**config.mk**
```make
export PLATFORM = sky130hd
export DESIGN_NAME = seg_p2s_shifter
export DESIGN_NICKNAME = d
export VERILOG_FILES = /design/src/rtl/seg_pkg.sv /design/src/rtl/seg_p2s_tick.sv /design/src/rtl/seg_p2s_shifter.sv
export SDC_FILE = /design/constraint.sdc
export NUM_CORES = 1
export LEC_CHECK = 0
export ABC_CLOCK_PERIOD_IN_PS = 3050
export CAP_MARGIN = 10
export CORE_MARGIN = 2
export CORE_UTILIZATION = 51
export CTS_CLUSTER_SIZE = 12
export DETAILED_ROUTE_END_ITERATION = 8
export HOLD_SLACK_MARGIN = 0.03
export PLACE_DENSITY = 0.81
export RECOVER_POWER = 100
export SLEW_MARGIN = 25
export SYNTH_ARGS = -nofsm -noshare
export SYNTH_HDL_FRONTEND = slang
export SYNTH_HIERARCHICAL = 1
export SYNTH_SLANG_ARGS = --single-unit
```
**constraint.sdc**
```tcl
create_clock -name clk -period 3.05 [get_ports clk]
set_clock_uncertainty 0.05 [all_clocks]
set_input_delay 0.61 -clock clk [delete_from_list [all_inputs] [get_ports clk]]
set_output_delay 0.61 -clock clk [all_outputs]
set_load 0.05 [all_outputs]
```
**src/rtl/seg_pkg.sv**
```systemverilog
// Shared types and constants for the segment serial shifter.
// Imported by the shifter top and its phase-tick sub-module.
package seg_pkg;

  localparam int SEG_DIGITS  = 8;
  localparam int SEG_BITS    = 8;
  localparam int SEG_FRAME_W = SEG_DIGITS * SEG_BITS;

  typedef enum logic [1:0] {
    IDLE  = 2'd0,
    SHIFT = 2'd1,
    LATCH = 2'd2
  } seg_state_e;

  function automatic int seg_cnt_w(input int n);
    return (n < 1) ? 1 : $clog2(n + 1);
  endfunction

endpackage

```
**src/rtl/seg_p2s_tick.sv**
```systemverilog
// Phase timer: one-cycle phase_end every HALF_PERIOD cycles while en.
// Held at zero whenever disabled.
module seg_p2s_tick
  import seg_pkg::*;
#(
  parameter int HALF_PERIOD = 2
) (
  input  logic clk,
  input  logic rst_n,
  input  logic en,
  output logic phase_end
);

  localparam int CW = seg_cnt_w(HALF_PERIOD);
  localparam logic [CW-1:0] LAST = CW'(HALF_PERIOD - 1);

  logic [CW-1:0] cnt_q, cnt_d;

  assign phase_end = en && (cnt_q == LAST);

  always_comb begin
    cnt_d = cnt_q + 1'b1;
    if (!en || phase_end) cnt_d = '0;
  end

  always_ff @(posedge clk or negedge rst_n) begin
    if (!rst_n) cnt_q <= '0;
    else        cnt_q <= cnt_d;
  end

endmodule

```
**src/rtl/seg_p2s_shifter.sv**
```systemverilog
// Serialises a segment frame into external SIPO registers,
// driving shift clock, data, latch strobe and clear.
module seg_p2s_shifter
  import seg_pkg::*;
#(
  parameter int WIDTH       = SEG_FRAME_W,
  parameter int HALF_PERIOD = 2,
  parameter bit MSB_FIRST   = 1'b1
) (
  input  logic             clk,
  input  logic             rst_n,
  input  logic             start,
  input  logic [WIDTH-1:0] par_data,
  output logic             s_clk,
  output logic             s_data,
  output logic             s_clr_n,
  output logic             s_pen,
  output logic             busy,
  output logic             done
);

  localparam int BW = seg_cnt_w(WIDTH);

  seg_state_e       state_q, state_d;
  logic [WIDTH-1:0] sr_q, sr_d;
  logic [BW-1:0]    bit_cnt_q, bit_cnt_d;
  logic             s_clk_q, s_clk_d;
  logic             s_data_q, s_data_d;
  logic             s_clr_n_q, s_clr_n_d;
  logic             s_pen_q, s_pen_d;
  logic             busy_q, busy_d;
  logic             done_q, done_d;
  logic             phase_end;
  logic [WIDTH-1:0] sr_shift;
  logic             first_bit, next_bit;

  seg_p2s_tick #(
    .HALF_PERIOD(HALF_PERIOD)
  ) u_tick (
    .clk      (clk),
    .rst_n    (rst_n),
    .en       (state_q != IDLE),
    .phase_end(phase_end)
  );

  assign first_bit = MSB_FIRST ? par_data[WIDTH-1] : par_data[0];
  assign sr_shift  = MSB_FIRST ? {sr_q[WIDTH-2:0], 1'b0}
                               : {1'b0, sr_q[WIDTH-1:1]};
  assign next_bit  = MSB_FIRST ? sr_q[WIDTH-2] : sr_q[1];

  always_comb begin
    state_d   = state_q;
    sr_d      = sr_q;
    bit_cnt_d = bit_cnt_q;
    s_clk_d   = s_clk_q;
    s_data_d  = s_data_q;
    s_clr_n_d = 1'b1;
    s_pen_d   = s_pen_q;
    busy_d    = busy_q;
    done_d    = 1'b0;
    unique case (state_q)
      IDLE: begin
        if (start) begin
          sr_d      = par_data;
          bit_cnt_d = BW'(WIDTH);
          s_clk_d   = 1'b0;
          s_data_d  = first_bit;
          busy_d    = 1'b1;
          state_d   = SHIFT;
        end
      end
      SHIFT: begin
        if (phase_end) begin
          if (!s_clk_q) begin
            s_clk_d = 1'b1;
          end else begin
            s_clk_d = 1'b0;
            // last bit: keep s_data on it and go strobe the latch
            if (bit_cnt_q == BW'(1)) begin
              s_pen_d = 1'b1;
              state_d = LATCH;
            end else begin
              sr_d      = sr_shift;
              s_data_d  = next_bit;
              bit_cnt_d = bit_cnt_q - 1'b1;
            end
          end
        end
      end
      LATCH: begin
        if (phase_end) begin
          s_pen_d = 1'b0;
          busy_d  = 1'b0;
          done_d  = 1'b1;
          state_d = IDLE;
        end
      end
      default: state_d = IDLE;
    endcase
  end

  always_ff @(posedge clk or negedge rst_n) begin
    if (!rst_n) begin
      state_q   <= IDLE;
      sr_q      <= '0;
      bit_cnt_q <= '0;
      s_clk_q   <= 1'b0;
      s_data_q  <= 1'b0;
      s_clr_n_q <= 1'b0;
      s_pen_q   <= 1'b0;
      busy_q    <= 1'b0;
      done_q    <= 1'b0;
    end else begin
      state_q   <= state_d;
      sr_q      <= sr_d;
      bit_cnt_q <= bit_cnt_d;
      s_clk_q   <= s_clk_d;
      s_data_q  <= s_data_d;
      s_clr_n_q <= s_clr_n_d;
      s_pen_q   <= s_pen_d;
      busy_q    <= busy_d;
      done_q    <= done_d;
    end
  end

  assign s_clk   = s_clk_q;
  assign s_data  = s_data_q;
  assign s_clr_n = s_clr_n_q;
  assign s_pen   = s_pen_q;
  assign busy    = busy_q;
  assign done    = done_q;

endmodule
```
After elaboration in Yosys (flattened, before gate mapping)
Index checks and enable logic that the tools add are counted. W data, S select, Z words.

Register bits: 80. Input port bits: 67. Output and inout bits: 6. Logic and storage cells: 70.

$add $sub $neg: 2. Equal/unequal tests: 10. Mux-type cells: 35. Reductions and logical operators: 13.

Operators with widths (number): $mux W63 (4); $pmux W63 S2 (1); $mux W7 (4); $reduce_and A5 Y1 (3); $mux W1 (14); $pmux W7 S2 (1); $mux W2 (6); $ne A2 B2 Y1 const B (4); $pmux W1 S2 (4); $reduce_bool A2 Y1 (4); $eq A7 B1 Y1 const B (1); $sub A7 B1 Y7 const B (1); $pmux W2 S3 (1); $reduce_and A3 Y1 (2); $eq A2 B1 Y1 const B (2); $ne A2 B1 Y1 const B (2); $add A2 B1 Y2 const B (1); $eq A2 B2 Y1 const B (1); $logic_not A2 Y1 (1); $logic_and A1 B1 Y1 (1); $logic_not A1 Y1 (1); $logic_or A1 B1 Y1 (1).

Longest topological paths before layout
Gate-level depths: netlist of run 1.

Word-level depth: 5. Depth in mapped cells: 10. Depth with buffers taken out: 7.

Modules after synthesis
The synthesis of run 1 kept the hierarchy.

Modules (own cells, without submodules): seg_p2s_shifter (times used 1, cells each 292, area each 3409.5 um^2, seq. area each 1951.9 um^2); seg_p2s_tick (times used 1, cells each 7, area each 97.6 um^2, seq. area each 50.0 um^2).

Least setup slack after synthesis of run 1
No wires, ideal clock.

Path type: register to register. From: reg state_q[0]. To: reg s_data_q, in the netlist s_data. Library setup time: 0.137 ns. Arrival time: 1.995 ns. Data required time: 2.863 ns. Path slack: 0.868 ns. Cell stages (with the launch flop): 11. Path buffers: 3. Clock period less this slack: 2.182 ns. Cells stage by stage: dfrtp_1 -> clkbuf_2 -> nor2_1 -> inv_1 -> and2_1 -> and4b_1 -> a21oi_1 -> a21oi_1 -> buf_4 -> buf_2 -> a2bb2oi_1.

Word-level cells in the longest chain between the ends: 4. Elaborated cells between the ends (all ways): 11. Classes of those cells: 5 x eq/ne; 1 x mux; 5 x reduce/logical.

RTL lines: start, declared (RTL line seg_p2s_shifter.sv:24) `seg_state_e state_q, state_d;`; start signal, assigned (RTL line seg_p2s_shifter.sv:114) `state_q <= state_d;`; $reduce_bool A2 Y1 (RTL line seg_p2s_shifter.sv:42) `.en (state_q != IDLE),`; $logic_and A1 B1 Y1 (RTL line seg_p2s_tick.sv:19) `assign phase_end = en && (cnt_q == LAST);`; named net phase_end (RTL line seg_p2s_shifter.sv:33) `logic phase_end;`; $ne A2 B1 Y1 (no source line); $reduce_and A5 Y1 (no source line); end signal, assigned (RTL line seg_p2s_shifter.sv:118) `s_data_q <= s_data_d;`; end, declared (RTL line seg_p2s_shifter.sv:28) `logic s_data_q, s_data_d;`.

The timed path passes the listed nets, and every way through them passes these cells. A chain may end at the register's enable or synchronous reset.

Worst setup path in the final report of run 1
From: reg state_q[1]. To: reg sr_q[59].

Word-level cells in the longest chain between the ends: 4. Elaborated cells between the ends (all ways): 11. Classes of those cells: 5 x eq/ne; 1 x mux; 5 x reduce/logical.

RTL lines: $reduce_bool A2 Y1 (RTL line seg_p2s_shifter.sv:42); $logic_and A1 B1 Y1 (RTL line seg_p2s_tick.sv:19); named net phase_end (RTL line seg_p2s_shifter.sv:33); $ne A2 B1 Y1 (no source line); $reduce_and A5 Y1 (no source line); end signal, assigned (RTL line seg_p2s_shifter.sv:115) `sr_q <= sr_d;`; end, declared (RTL line seg_p2s_shifter.sv:25) `logic [WIDTH-1:0] sr_q, sr_d;`.

The timed path passes the listed nets, and every way through them passes these cells.

==> metrics.md, run 1 <==
| Metric | Value |
|---|---|
| Leak | `1.71 nW` |
| Final nets | `about 430` |
| Num ports | `73` |
| Pre-CTS WS | `0.264 ns` |
| Top-count cell post-synth | `dfrtp_1` |
| CTS tree | `done` |
| Most frequent cells after synthesis | `dfrtp_1 (80), o22ai_1 (64), a2bb2oi_1 (63)` |
| Synth Register Bits | `80` |
| Synth Instances | `299` |
| Clock sinks | `80` |
| Cell-internal power | `between 2 and 3 mW` |
| Status | `finished with violations` |
| Ys async rst share | `1.00` |
| Ys Warns | `6` |
| Setup crit end kind | `register` |
| PnR worst setup slack | `0.241 ns` |
| Layout cells sized above 1 | `0.0769` |
| 1st-iter DRT viols | `209` |
| Input/output buffers | `72` |
| Antenna-violating nets left | `0` |
| Clock power share | `0.214` |
| Die Y | `between 80 and 90 µm` |
| Die Width | `86.9 µm` |
| Core ar. | `6720 µm²` |
| Synthesized area | `~3500 µm²` |
| Final setup fails | `0` |
| Dpl hpwl | `approximately 4.9 mm` |
| Clock-pin slew on the worst setup and hold paths | `0.09 ns` |
| CTS root buf | `clkbuf_8` |
| RSZ-0062 raised after global routing | `no` |
| Sum Neg Setup Slack | `0 ns` |
| Drt pass-1 iters | `4` |
| Max cap viols | `1` |
| Placed Area | `4280 µm²` |
| First-pass GRT wire length | `12.8 mm` |
| Synth Flop Type | `dfrtp_1` |
| P_sw | `1.57 mW` |
| Drt drc | `0` |
| Logic pwr share | `0.423` |
| H-tree levels | `3` |
| Crit Path Max Fanout | `35` |
| Mean post-synth cell area | `11.7 µm²` |
| Starting Density | `0.522` |
| Global Route Usage Sum | `0.219` |
| Net Sw Frac | `0.358` |
| P&R area growth vs syn | `28.5%` |
| Failing checks | `capacitance limit, slew limit` |
| Final period util | `0.921` |
| CTS Buf Count | `9` |
| CP Class | `register to register` |
| Min Tclk post-route | `2.81 ns` |
| Post_cts resized | `0` |
| Worst EP required | `3.19 ns` |
| Yosys cell types | `39` |
| Via count | `2826` |
| Share of the synthesized area in the top cell type | `0.571` |
| Slew margin rel. | `-0.270` |
| Least-Margin Pin Slew | `1.91 ns` |
| Post-synth EDFFs | `0` |
| Max rail drop VDD | `487 µV` |
| Setup bufs post-CTS | `0` |
| Max Clk Rate | `between 300 and 400 MHz` |
| Register area share after synthesis | `0.571` |
| Antenna diodes | `0` |
| Via density | `~6.4` |
| Worst Path Arrival | `between 2 and 3 ns` |
| Post-route cell area | `roughly 4500 µm²` |
| Total wire length | `8.12 mm` |
| Largest net degree at the start of global routing | `81` |
| Final GP Congestion | `0.849` |
| Pwr dens | `974 nW/µm²` |
| Row cnt | `30` |
| Clock Tree Buf Depth | `2` |
| Sequential share of power | `0.363` |
| HP Class | `register to register` |
| Die ar. | `7560 µm²` |
| GRT overflow | `0` |
| DR WL/cell | `18.3 µm` |
| Final Hold Viols | `0` |
| Fin. max-slew vios | `81` |
| Syn Nets | `roughly 370` |
| Largest cells by area after synthesis | `dfrtp_1 (57%), a2bb2oi_1 (16%), o22ai_1 (11%), o21ai_0 (1.7%), clkbuf_1 (1.7%)` |
| Startpoint Class | `register` |
| Area leader, netlist | `dfrtp_1` |
| Antenna violations before repair | `0` |
| Vias in the first global route | `2642` |
| Skew-Pair Late Insertion Delay | `roughly 0.35 ns` |
## per-stage QoR
step | power, mW | util | hold WS, ns | instances
detailed placement | 3.45 | 0.637 | 0.407 | 427
global placement | 3.39 | 0.637 | 0.388 | 427
global route | 4.65 | 0.671 | 0.456 | 444
CTS | 4.40 | 0.673 | 0.396 | 443
finish | 4.39 | 0.671 | 0.405 | 444
floorplan | 2.97 | - | 0.264 | 299
## sequential cells by signal, indices dropped and copies added, names as in the netlist
| register | flops |
|---|---|
| s_data | 1 |
| done | 1 |
| u_tick/cnt_q | 2 |
| s_pen | 1 |
| s_clr_n | 1 |
| state_q | 2 |
| s_clk | 1 |
| sr_q | 63 |
| busy | 1 |
| bit_cnt_q | 7 |
## final timing paths
kind / end / startpoint / depth (start not counted) / slack (ns)
max: sr_q[59] / state_q[1] / 8 / 0.24
min: u_tick/cnt_q[0] / u_tick/cnt_q[0] / 1 / 0.41
max reg2reg: sr_q[59] / state_q[1] / 8 / 0.24
min reg2reg: u_tick/cnt_q[0] / u_tick/cnt_q[0] / 1 / 0.41
max in group asynchronous: sr_q[25] / rst_n / 1 / 1.10
min in group asynchronous: s_clk / rst_n / 1 / 0.72
## logic make-up (layout without fill, tap and decap cells)
family          count (synthesis)  count (layout)  synth area share
mux                             2               2           0.00571
flops                          80              80             0.571
compound gates                152             153             0.319
buf+inv                        35              99            0.0428
fa+ha+maj                       3               3            0.0107
other cells                     1               1           0.00107
simple gates                   26              26            0.0503
## layout make-up
type,count,area [µm²]
clock buffer,9,124
clock inverter,7,119
fill,476,2210
inverter,6,22.5
multi-input combinational,185,1360
sequential,80,2000
tap,80,100
timing repair buffer,77,778
## critical path, cell delays in order (launching register included)
cell,delay [ns]
dfrtp_1,0.47
nor2_1,0.24
inv_1,0.09
and2_1,0.23
and4b_1,0.29
a21oi_1,0.64
a21oi_4,0.22
buf_12,0.25
a2bb2oi_1,0.14
## per-layer routing
metal | vias to the layer above | track usage | part of all wire
li1 | 1320 | - | -
met1 | 1388 | 0.321 | 0.46
met2 | 97 | 0.316 | 0.47
met3 | 21 | 0.0455 | 0.047
met5 | - | 0 | 0
met4 | 0 | 0.0994 | 0.024
## cells in the final DEF (no fill, tap or decap), types with 2 or more instances in the layout
cell type,n
or4_1,2
o21ai_0,12
clkdlybuf4s50_1,65
a21oi_1,2
ha_1,3
nor3b_1,3
a2bb2oi_1,63
clkinvlp_4,2
dfrtp_1,80
clkbuf_8,9
nand2b_1,4
o22ai_1,64
nand3_1,2
inv_1,6
mux2i_1,2
buf_12,2
dlygate4sd3_1,6
buf_4,3
bufinv_16,3
nor2_1,7
## power groups by stage
stage | clock [mW] | sequential, mW | combinational, mW
floorplan | 0 | 1.60 | 1.37
global placement | 0 | 1.59 | 1.79
detailed placement | 0 | 1.60 | 1.86
CTS | 0.947 | 1.59 | 1.86
global route | 1.00 | 1.63 | 2.02
finish | 0.939 | 1.59 | 1.86
## what timing repair did
action	in CTS	in global routing
endpoints found under the hold margin	0	0
hold buffers	0	0
endpoints found under the setup margin	0	11
Note: power is estimated with default switching activity, not from simulation.
==> run 2: changes to the inputs <==
Settings changed: CELL_PAD_IN_SITES_DETAIL_PLACEMENT set to 0, CELL_PAD_IN_SITES_GLOBAL_PLACEMENT set to 2, CORE_UTILIZATION 51 to 33, PLACE_DENSITY 0.81 to 0.8.
==> metrics.md, run 2 (synthesis results as in run 1) <==
| Metric | Value |
|---|---|
| Status | `finished with violations` |
| Failing checks | `capacitance limit, slew limit` |
| Skew-Pair Late Insertion Delay | `0.34 ns` |
| Clock-pin slew on the worst setup and hold paths | `0.08 ns` |
| Pwr dens | `926 nW/µm²` |
| Biggest regs | `sr_q (63), bit_cnt_q (7)` |
| Row cnt | `37` |
| Most common cell after layout, fill and taps aside | `dfrtp_1` |
| CTS Buf Count | `9` |
| Hold slack | `0.405 ns` |
| Final period util | `0.878` |
| Placed cell count | `485` |
| Reg2reg end | `sr_q[30]` |
| Drt drc | `0` |
| Die Width | `107 µm` |
| Vias in the first global route | `between 2000 and 3000` |
| Final setup fails | `0` |
| CTS root buf | `clkbuf_8` |
| Via count | `2732` |
| Starting Density | `0.340` |
| Pre-CTS WS | `0.482 ns` |
| Worst Path Arrival | `2.88 ns` |
| Num ports | `73` |
| Antenna-violating nets left | `0` |
| Largest net degree at the start of global routing | `81` |
| Core ar. | `10300 µm²` |
| Antenna violations before repair | `0` |
| Max rail drop VDD | `between 400 and 500 µV` |
| Setup bufs post-CTS | `0` |
| Worst EP required | `around 3.3 ns` |
| Die ar. | `11500 µm²` |
| Power Total | `between 4 and 5 mW` |
| Worst R2R Path Depth | `9` |
| # hold bufs at CTS | `0` |
| Sum Neg Setup Slack | `0 ns` |
| Die Y | `107 µm` |
| Max Clk Rate | `374 MHz` |
| PnR worst setup slack | `0.373 ns` |
| H-tree levels | `3` |
| Non-filler cells, final | `between 500 and 600` |
| Input/output buffers | `slightly above 70` |
| Final GP Congestion | `approximately 0.73` |
| Global Route Usage Sum | `0.151` |
| Clock sinks | `80` |
| Fin. max-slew vios | `81` |
| Setup crit end kind | `register` |
| CTS tree | `done` |
| Dpl hpwl | `5.17 mm` |
| Layout cells sized above 1 | `0.0795` |
| First-pass GRT wire length | `approximately 14 mm` |
| Max cap viols | `1` |
| P&R area growth vs syn | `29.3%` |
| Register area | `2000 µm²` |
| Post-route cell area | `around 4500 µm²` |
| Final nets | `430` |
| Via density | `5.45` |
| CP Class | `register to register` |
| Clock Tree Buf Depth | `2` |
| DR WL/cell | `16.4 µm` |
| Reg2reg setup slack | `0.37 ns` |
| Largest register FFs | `between 60 and 70` |
| Multi-input logic area | `1360 µm²` |
| 1st-iter DRT viols | `105` |
| Commonest cells after routing, fill and taps aside | `dfrtp_1 (80), clkdlybuf4s50_1 (65), o22ai_1 (64)` |
| GRT overflow | `0` |
| Total wire length | `8.23 mm` |
| Crit path capture | `sr_q[30]` |
| Final Hold Viols | `0` |
| Leak | `1.69 nW` |
| Slew margin rel. | `-0.326` |
| Antenna diodes | `0` |
| Placed Area | `4370 µm²` |
| HP Class | `register to register` |
| Reg with most FFs | `sr_q` |
| Crit Path Max Fanout | `48` |
| Min Tclk post-route | `2.68 ns` |
| RR Startpoint | `state_q[1]` |
| RSZ-0062 raised after global routing | `no` |
| Least-Margin Pin Slew | `1.99 ns` |
| FILL cells | `983` |
| Critical path origin | `state_q[1]` |
| Post_cts resized | `0` |
| Startpoint Class | `register` |
| Final design utilization | `0.439` |
| Drt pass-1 iters | `4` |
## run 2: cell count changes in the layout (fill, tap and decap cells not counted), sizes merged
cell    before  now
a21oi        4    3
buf          5    7
bufinv       3    1
clkbuf      10   11
clkinv       1    3
inv          7    6
## run 2: final cells by class
cell class | instances | area share
clock inverter | 6 | 0.0132
clock buffer | 10 | 0.0282
sequential | 80 | 0.442
tap | 136 | 0.0375
timing repair buffer | 79 | 0.175
multi-input combinational | 184 | 0.299
inverter | 6 | 0.00497
## run 2: how the worst min path moves through the flow
| stage | startpoint | slack, ns | end | cells after the start |
|---|---|---|---|---|
| after floorplan | rst_n | 0.26 | bit_cnt_q[0] | 0 |
| after global placement | u_tick/cnt_q[0] | 0.39 | u_tick/cnt_q[0] | 1 |
| after detailed placement | u_tick/cnt_q[0] | 0.40 | u_tick/cnt_q[0] | 1 |
| after CTS | u_tick/cnt_q[0] | 0.42 | u_tick/cnt_q[0] | 1 |
| after global routing | u_tick/cnt_q[0] | 0.42 | u_tick/cnt_q[0] | 1 |
| final | u_tick/cnt_q[0] | 0.41 | u_tick/cnt_q[0] | 1 |
## run 2: power by group
group | internal [mW] | total (mW) | switching [mW]
Clock | 0.375 | 0.753 | 0.378
Sequential | 1.38 | 1.59 | 0.206
Combinational | 0.899 | 1.86 | 0.956
## run 2: per-layer routing
metal	GRT usage	vias up	wire length, µm
li1	-	1311	-
met1	0.230	1364	4040
met5	0	-	0
met3	0.0243	6	282
met2	0.218	51	3830
met4	0.0501	0	79
## run 2: worst max-delay path: stages, from the launching register on
cell and delay (ns):
dfrtp_1 0.48, nor2_1 0.14, inv_1 0.09, and2_0 0.29, and4b_1 0.33, a21oi_1 0.06, buf_4 0.17, a21oi_4 0.45
buf_12 0.32, a2bb2oi_1 0.19
==> run 3: changes to the inputs <==
Settings changed: CORE_MARGIN 2 to not set.
==> metrics.md, run 3 (synthesis results as in run 1) <==
| Metric | Value |
|---|---|
| Status | `finished with violations` |
| Failing checks | `capacitance limit, slew limit` |
| Drt drc | `0` |
| Cell-internal power | `2.74 mW` |
| Skew-Pair Late Insertion Delay | `0.35 ns` |
| Max cap viols | `1` |
| Clock-pin slew on the worst setup and hold paths | `roughly 0.090 ns` |
| P_sw | `1.56 mW` |
| RSZ-0062 raised after global routing | `no` |
| Clock power share | `0.202` |
| Max Clk Rate | `362 MHz` |
| Setup crit end kind | `register` |
| # hold bufs at CTS | `0` |
| Layout cells sized above 1 | `0.0740` |
| 1st-iter DRT viols | `113` |
| Max incr delay on CP | `0.81 ns` |
| Largest net degree at the start of global routing | `81` |
| Clock Tree Buf Depth | `2` |
| P&R area growth vs syn | `29.5%` |
| First-pass GRT wire length | `14.1 mm` |
| Reg with most FFs | `sr_q` |
| Buffers and inverters on the worst path | `2` |
| Crit Path Max Fanout | `32` |
| Least-Margin Pin Slew | `1.96 ns` |
| Final nets | `430` |
| Pre-CTS WS | `about 0.42 ns` |
| Hold slack | `0.396 ns` |
| Clock sinks | `80` |
| Final setup fails | `0` |
| Row cnt | `37` |
| Num ports | `73` |
| Die Y | `105 µm` |
| Antenna violations before repair | `0` |
| Final GP Congestion | `0.717` |
| H-tree levels | `3` |
| Min Tclk post-route | `2.76 ns` |
| Most common cell after layout, fill and taps aside | `dfrtp_1` |
| Sequential share of power | `0.370` |
| Via density | `5.44` |
| Total wire length | `8.39 mm` |
| Starting Density | `0.340` |
| Core ar. | `around 10000 µm²` |
| Post-route cell area | `4540 µm²` |
| Input/output buffers | `between 70 and 80` |
| Largest register FFs | `63` |
| Worst EP required | `3.23 ns` |
| Post_cts resized | `0` |
| Leak | `1.69 nW` |
| RR Startpoint | `state_q[0]` |
| CTS root buf | `clkbuf_8` |
| Hold_sp | `u_tick/cnt_q[0]` |
| Antenna diodes | `0` |
| Global Route Usage Sum | `0.161` |
| Placed Area | `4370 µm²` |
| DR WL/cell | `16.7 µm` |
| FILL cells | `953` |
| CTS tree | `done` |
| Critical-path top delay cell | `nor2b_2` |
| Net Sw Frac | `0.363` |
| Non-filler cells, final | `501` |
| Final period util | `0.905` |
| Startpoint Class | `register` |
| Vias in the first global route | `2752` |
| Drt pass-1 iters | `4` |
| Max rail drop VDD | `roughly 380 µV` |
| Biggest regs | `sr_q (63), bit_cnt_q (7)` |
| Die ar. | `11000 µm²` |
| HP Class | `register to register` |
| Slew margin rel. | `-0.307` |
| Pwr dens | `946 nW/µm²` |
| Final Hold Viols | `0` |
| Fin. max-slew vios | `around 80` |
| Dpl hpwl | `~5.1 mm` |
| CP Cell Sequence | `nor2b_2 > buf_4 > clkbuf_2 > o21a_1 > o21ai_0 > o41ai_1` |
| PnR worst setup slack | `0.290 ns` |
| Die Width | `105 µm` |
| CP Class | `register to register` |
| Via count | `around 2700` |
| Setup bufs post-CTS | `0` |
| Commonest cells after routing, fill and taps aside | `dfrtp_1 (80), clkdlybuf4s50_1 (65), o22ai_1 (64)` |
| Worst Path Arrival | `2.94 ns` |
| Critical path origin | `state_q[0]` |
| Antenna-violating nets left | `0` |
| Placed cell count | `a little under 500` |
| GRT overflow | `0` |
| Logic pwr share | `0.428` |
| Sum Neg Setup Slack | `0 ns` |
| Top delay family on crit path | `buffers and inverters` |
| CTS Buf Count | `9` |
run 3: final timing paths:
check,end,slack [ns],cells past startpoint
worst max-delay path,bit_cnt_q[5],0.29,6
worst min-delay path,u_tick/cnt_q[0],0.40,1
worst max register to register,bit_cnt_q[5],0.29,6
worst min register to register,u_tick/cnt_q[0],0.40,1
max in group asynchronous,sr_q[0],1.04,1
min in group asynchronous,busy,0.74,1
run 3: metrics by stage:
stage               power (mW)  utilization
global placement          3.45        0.423
finish                    4.29        0.440
CTS                       4.36        0.444
global route              4.58        0.440
detailed placement        3.48        0.423
floorplan                 2.97            -
run 3: area by class of cell:
type / count / area, µm² / share of cell area
multi-input cells: 184 / 1340 / 0.295
inverters: 6 / 22.5 / 0.00496
clock inverters: 6 / 90.1 / 0.0198
well taps: 136 / 170 / 0.0375
clock buffers: 10 / 128 / 0.0281
repair buffers: 79 / 787 / 0.173
flip-flops and latches: 80 / 2000 / 0.441
run 3: routing by layer:
| layer | global-route usage | share of wire | up-vias |
|---|---|---|---|
| met3 | 0.0337 | 0.036 | 8 |
| met5 | 0 | 0 | - |
| li1 | - | - | 1311 |
| met4 | 0.0604 | 0.013 | 0 |
| met2 | 0.232 | 0.46 | 57 |
| met1 | 0.236 | 0.49 | 1347 |
run 3: power by group through the flow:
stage          Clock (mW)  Sequential [mW]  Combinational, mW
2_1_floorplan           0             1.60               1.37
3_3_place_gp            0             1.60               1.85
3_5_place_dp            0             1.60               1.88
4_1_cts             0.890             1.58               1.88
5_1_grt             0.943             1.63               2.01
6_report            0.867             1.59               1.84
